--- src/rtl/ctrl_pipe_chain.sv ---
// ctrl_pipe_chain: in-order pipeline register chain carrying a control/data
// bundle through DEPTH stages, between decode and write-back.
// Each stage can be stalled or flushed on its own. Back-pressure ripples toward
// stage 0 only through valid stages, so bubbles collapse instead of blocking.
// The retired output counts items handed off by the oldest stage and
// saturates at all-ones instead of wrapping.
module ctrl_pipe_chain #(
  parameter int               WIDTH     = 32,
  parameter int               DEPTH     = 4,
  parameter logic [WIDTH-1:0] NOP_VALUE = '0,
  parameter int               CNT_W     = 16
) (
  input  logic                   clk,
  input  logic                   R,
  input  logic                   in_valid,
  input  logic [WIDTH-1:0]       in_data,
  output logic                   in_ready,
  input  logic [DEPTH-1:0]       stall,
  input  logic [DEPTH-1:0]       flush,
  output logic [DEPTH-1:0]       stg_valid,
  output logic [DEPTH*WIDTH-1:0] stg_data,
  output logic                   retire,
  output logic [CNT_W-1:0]       retired
);

  // Stage registers: index 0 is the youngest stage, DEPTH-1 is the oldest.
  logic [DEPTH-1:0] vld_p;
  logic [WIDTH-1:0] data_p [DEPTH];

  // Per-stage hold, plus the view each stage has of the stage feeding it.
  logic [DEPTH-1:0] hold;
  logic [DEPTH-1:0] up_vld;
  logic [DEPTH-1:0] up_hold;
  logic [WIDTH-1:0] up_data [DEPTH];

  // Add one to the retired counter, but stop at all-ones instead of wrapping.
  function automatic logic [CNT_W-1:0] sat_inc(input logic [CNT_W-1:0] v);
    return (&v) ? v : v + CNT_W'(1);
  endfunction

  // Back-pressure chain from the oldest stage down; a running term avoids self-reference.
  always_comb begin
    logic h;
    hold = '0;
    h = stall[DEPTH-1];
    hold[DEPTH-1] = h;
    for (int i = DEPTH - 2; i >= 0; i--) begin
      h = stall[i] | (h & vld_p[i]);
      hold[i] = h;
    end
  end

  // Source of each stage: the input port for stage 0, the previous stage otherwise.
  always_comb begin
    up_vld     = '0;
    up_hold    = '0;
    up_data[0] = in_valid ? in_data : NOP_VALUE;
    up_vld[0]  = in_valid;
    for (int i = 1; i < DEPTH; i++) begin
      up_vld[i]  = vld_p[i-1];
      up_hold[i] = hold[i-1];
      up_data[i] = data_p[i-1];
    end
  end

  assign in_ready = ~hold[0] & ~flush[0];
  assign retire   = vld_p[DEPTH-1] & ~hold[DEPTH-1] & ~flush[DEPTH-1];

  // Stage update, priority: flush, hold, bubble behind a held stage, then load.
  always_ff @(posedge clk or negedge R) begin
    if (!R) begin
      vld_p <= '0;
      for (int i = 0; i < DEPTH; i++) data_p[i] <= NOP_VALUE;
    end else begin
      for (int i = 0; i < DEPTH; i++) begin
        if (flush[i]) begin
          vld_p[i]  <= 1'b0;
          data_p[i] <= NOP_VALUE;
        end else if (hold[i]) begin
          vld_p[i]  <= vld_p[i];
          data_p[i] <= data_p[i];
        end else if (up_hold[i]) begin
          vld_p[i]  <= 1'b0;
          data_p[i] <= NOP_VALUE;
        end else begin
          vld_p[i]  <= up_vld[i];
          data_p[i] <= up_data[i];
        end
      end
    end
  end

  // Retired-item counter, bumped on every edge where the oldest stage hands off.
  always_ff @(posedge clk or negedge R) begin
    if (!R) retired <= '0;
    else if (retire) retired <= sat_inc(retired);
  end

  // Flatten the stage registers onto the output buses.
  always_comb begin
    stg_data  = '0;
    stg_valid = vld_p;
    for (int i = 0; i < DEPTH; i++) stg_data[i*WIDTH +: WIDTH] = data_p[i];
  end

endmodule

--- config.mk ---
export PLATFORM = sky130hd
export DESIGN_NAME = ctrl_pipe_chain
export DESIGN_NICKNAME = d
export VERILOG_FILES = /design/src/rtl/ctrl_pipe_chain.sv
export SDC_FILE = /design/constraint.sdc
export NUM_CORES = 1
export LEC_CHECK = 0
export CORE_UTILIZATION = 58
export DETAILED_ROUTE_END_ITERATION = 10
export DONT_BUFFER_PORTS = 1
export PLACE_DENSITY_LB_ADDON = 0.2
export SLEW_MARGIN = 20
export SYNTH_ARGS = -nofsm -noshare
export SYNTH_HDL_FRONTEND = slang
export SYNTH_SLANG_ARGS = --single-unit
--- constraint.sdc ---
create_clock -name clk -period 3.1 [get_ports clk]
set_input_delay 0.31 -clock clk [delete_from_list [all_inputs] [get_ports clk]]
set_output_delay 0.31 -clock clk [all_outputs]
set_load 0.01 [all_outputs]
[Yosys cells after proc, flatten, opt, wreduce, memory -nomap -nowiden]
Index checks and enable logic that the tools add are counted.
Operators by class
  add/sub/neg operators: 1
  $mul: 0
  divide/modulo/power cells: 0
  $lt $le $gt $ge: 0
  equal/unequal tests: 4
  shift-type cells: 0
  mux-type cells: 23
  bitwise logic cells: 14
  reduce and logical (&&, ||, !) cells: 2
Operators with widths (count)
  2-to-1 mux 32 bit: 12
  adder 16 x 1 -> 16 bit, second input constant: 1
  AND reduction 16 bit: 1
  2-to-1 mux 1 bit: 11
  bitwise AND 1 bit: 6
  != test 2 bit, second input constant: 3
  NOT 1 bit: 5
  OR 1 bit: 3
  != test 2 x 1 -> 1 bit, second input constant: 1
  AND reduction 2 bit: 1
Word-level totals
  bits in registers: 148
  bits in latches: 0
  RAM bits: 0
  memory bits (read-only): 0
  bits of input ports: 43
  output and inout bits: 150
  logic and storage cells: 53
  memories kept: 0

[Longest topological paths before layout]
  depth after elaboration: 9
  gate-level depth with buffers: 6
  depth with buffers taken out: 5

[Worst setup path after synthesis]
OpenSTA, ideal clock, no wires.
  path type: flip-flop to flip-flop
  start point: reg retired[0]
  end point: reg retired[8]
  library setup time: 126 ps
  arrival time: 1676 ps
  required time: 2974 ps
  slack: 1297 ps
  stages on the path, launching flop included: 6
  path buffers: 0
  clock period less this slack: 1803 ps
  cell sequence: dfrtp_1 -> ha_1 -> nand4_1 -> nor4_4 -> and4bb_2 -> xor2_1
On the way
  longest elaborated chain between the ends: 3
  elaborated cells between the ends (all ways): 4
  those cells by class: 1 x add/sub; 1 x bitwise; 2 x reduce/logical
Ends and longest elaborated chain
  from (decl): RTL line 23  | output logic [CNT_W-1:0] retired
  from (signal assigned): RTL line 96  | else if (retire) retired <= sat_inc(retired);
  parallel branches: the longest is 3 deep, another holds adder 16 x 1 -> 16 bit
Parallel ways; which one is timed is not known.
A chain may end at the register's enable or synchronous reset.

[Final worst setup path]
  start point: reg vld_p[2] (netlist: stg_valid[2])
  end point: reg data_p, in the netlist stg_data[4]
On the way
  longest elaborated chain between the ends: 7
Ends and longest elaborated chain
  from (decl): RTL line 27  | logic [DEPTH-1:0] vld_p;
  from (signal, indexed assignment): RTL line 80  | vld_p[i] <= vld_p[i];
  from (signal, indexed assignment): RTL line 86  | vld_p[i] <= up_vld[i];
  bitwise AND 1 bit: RTL line 48  | h = stall[i] | (h & vld_p[i]);
  OR 1 bit: RTL line 48
  bitwise AND 1 bit: RTL line 48
  OR 1 bit: RTL line 48
  bitwise AND 1 bit: RTL line 48
  OR 1 bit: RTL line 48
  != test 2 bit (no line)
  to (signal, indexed assignment): RTL line 81  | data_p[i] <= data_p[i];
  to (signal, indexed assignment): RTL line 87  | data_p[i] <= up_data[i];
  to (decl): RTL line 28  | logic [WIDTH-1:0] data_p [DEPTH];
Every way passes these cells.

==> metrics.cfg <==
[final_layout]
n_antenna_cell=0
final_layout_size_suffix_gt1_share_pct=12.9
fin_nets=457
fill_cells=603
area_growth_pct=17.9
final_cell_area_sq_um=6470
final_common_cell=dfrtp_1
final_cell_mix=148 x dfrtp_1, 130 x a22o_1, 34 x dlygate4sd3_1

[clock_tree]
clk_path_buf_depth=2
root_buffer=clkbuf_8
ctsHoldBuffers=34
clk_latency_ns=0.51
cts_tree=yes
cts_max_level=4
post_cts.repair.setup_buffers=0
cts_sinks=148
cts_made_buffers=17
clkTransAtPathRegs_ns=0.07
ctsResizeCount=0

[timing]
slew_headroom_pct=36.8
whs_ns=-0.512
worst_pin_slew_ns=0.942
setup_ws_ns=0.876
fin_crit_ns=2.22
drv_slew=0
setup_tns_ns=0
skew_ns=0.00946
finalSetupViolCount=0
min_period_over_period_pct=71.7
max_freq_mhz=450
rsz0062_at_grt=false
final_hold_viol_count=148

[floorplan]
initial_core_util_pct=59.7
ios=193
die_area_sq_um=9860
fp.dieH_um=99.3
core_sq_um=9200
rows=35
die_x_um=99.3

[critical_path]
max_stage_delay_ns=0.52
crit_chain=a21o_1 -> a311o_1 -> nor3b_4 -> buf_4 -> a22o_1
crit_path_start_kind=flip-flop
critPathKind=reg2reg
required_ns=3.55
end_kind=flip-flop
slowest_stage=nor3b_4
crit_arrival_ns=2.67
cp_max_fo=22

[power_and_ir_drop]
ir_worst_vdd_uv=367
p_leak_nw=3.16
total_power_w=0.00397
power.density_nw_per_um2=613

[synthesis]
synth_seq_area_share_pct=67.5
synth-warning-count=0
ys_types=32
netlist_area_sq_um=5490
postSynthAreaPerCell_sq_um=14.5
synth-seq-cells=148
syn_nets=423
syn_inst=379

[grt]
grt_overflow=0
grt_max_degree=149
grt_pass1_wl_mm=19.2
track_usage_pct=25.7
first_global_vias=3436
antenna_found_initial=0

[worst_hold_path]
hp-class=in2async

[place]
hpwl_mm=7.83
dp_slack_ns=0.915
place_area_sq_um=5600
io_buffers=0
place.gp.congestion=0.812

[drt]
wire_per_inst_um=22.4
firstDrtPassIters=4
drc_errors=0
drtIter0Drc=124
vias=3555
ant_nets=0
wl_mm=12.0
viasPerCell=6.62

[run_status]
violations=negative hold slack
status=finished with violations

[job]
drv_cap=0

## registers in the layout, summed over array words and instances (netlist names)
signal,flops
retired,16
stg_valid,4
stg_data,128
## layer usage
metal | vias to the layer above | track usage (%) | part of all wire, %
li1 | 1538 | - | -
met1 | 1811 | 35.0 | 43
met2 | 178 | 38.5 | 47
met3 | 28 | 8.15 | 8.3
met4 | 0 | 11.0 | 2.0
met5 | - | 0 | 0
## report_power, final
part           internal [W]  total (W)  switching (W)  leakage [nW]
clock               0.00101    0.00184       0.000833         0.254
combinational     0.0000612   0.000129      0.0000681         0.855
sequential          0.00196    0.00199      0.0000387          2.05
total               0.00303    0.00397       0.000940          3.16
## worst max-delay path, delay by kind of cell (launching register included)
kind,cells,cell delay (ns)
and+or+nand+nor,1,0.52
buffers and inverters,1,0.35
DFF,1,0.44
AOI/OAI and AO/OA,3,0.85
## stage by stage
stage | hold WS, ns | utilization [%] | instances
floorplan | 0.0144 | - | 379
global placement | 0.0170 | 60.9 | 471
detailed placement | 0.0172 | 60.9 | 471
CTS | -0.532 | 70.4 | 537
global route | -0.540 | 70.4 | 537
finish | -0.512 | 70.4 | 537
## synthesized netlist by cell type
cell	n	area share (%)
o21ai_0	1	0.091
nor3b_2	1	0.23
inv_1	2	0.14
a21oi_1	2	0.18
xnor2_1	4	0.64
nand4_1	5	0.57
buf_2	5	0.46
nor3b_4	1	0.34
and3_1	2	0.23
or3b_4	1	0.21
nor3_1	7	0.64
nand3_1	2	0.18
nor2b_1	3	0.34
mux2_2	4	0.82
or2_2	1	0.11
a22o_1	130	21
ha_1	1	0.23
dfrtp_1	148	67
nor4_4	1	0.39
and2_1	1	0.11
and4bb_2	1	0.23
nor2_1	9	0.62
xor2_1	8	1.3
nor4_1	3	0.34
nand4_2	1	0.23
buf_6	3	0.62
nand3b_1	1	0.14
nand2_1	8	0.55
a311o_1	1	0.18
clkbuf_1	19	1.3
nor3b_1	1	0.14
a21o_1	2	0.27
## cells by family (layout without fill, tap and decap cells)
family,count (synthesis),in the layout,synth area share [%]
buffers and inverters,29,76,2.51
XOR/XNOR,12,12,1.91
flip-flops,148,148,67.5
multiplexers,4,4,0.821
adder cells (fa/ha/maj),1,1,0.228
AND/OR/NAND/NOR,49,49,5.58
AO/OA/AOI/OAI,136,136,21.5
## final timing paths
path | start | to | slack (ns) | cells past startpoint
setup / recovery | stg_valid[2] | stg_data[4] | 0.88 | 5
hold / removal | R | retired[8] | -0.51 | 0
setup reg to reg | stg_valid[2] | stg_data[4] | 0.88 | 5
hold reg to reg | retired[8] | retired[8] | 0.56 | 1
max in group asynchronous | R | retired[15] | 3.37 | 0
min in group clk | flush[0] | stg_data[10] | 0.14 | 2
## final cells by class
class	instances	area, sq um	area share (%)
clock buffer	19	422	6.51
sequential	148	3700	57.2
multi-input combinational	202	1670	25.9
timing repair buffer	42	413	6.38
clock inverter	13	115	1.78
inverter	2	7.51	0.116
tap	111	139	2.15
No activity file was read; power rests on OpenSTA's default activity.
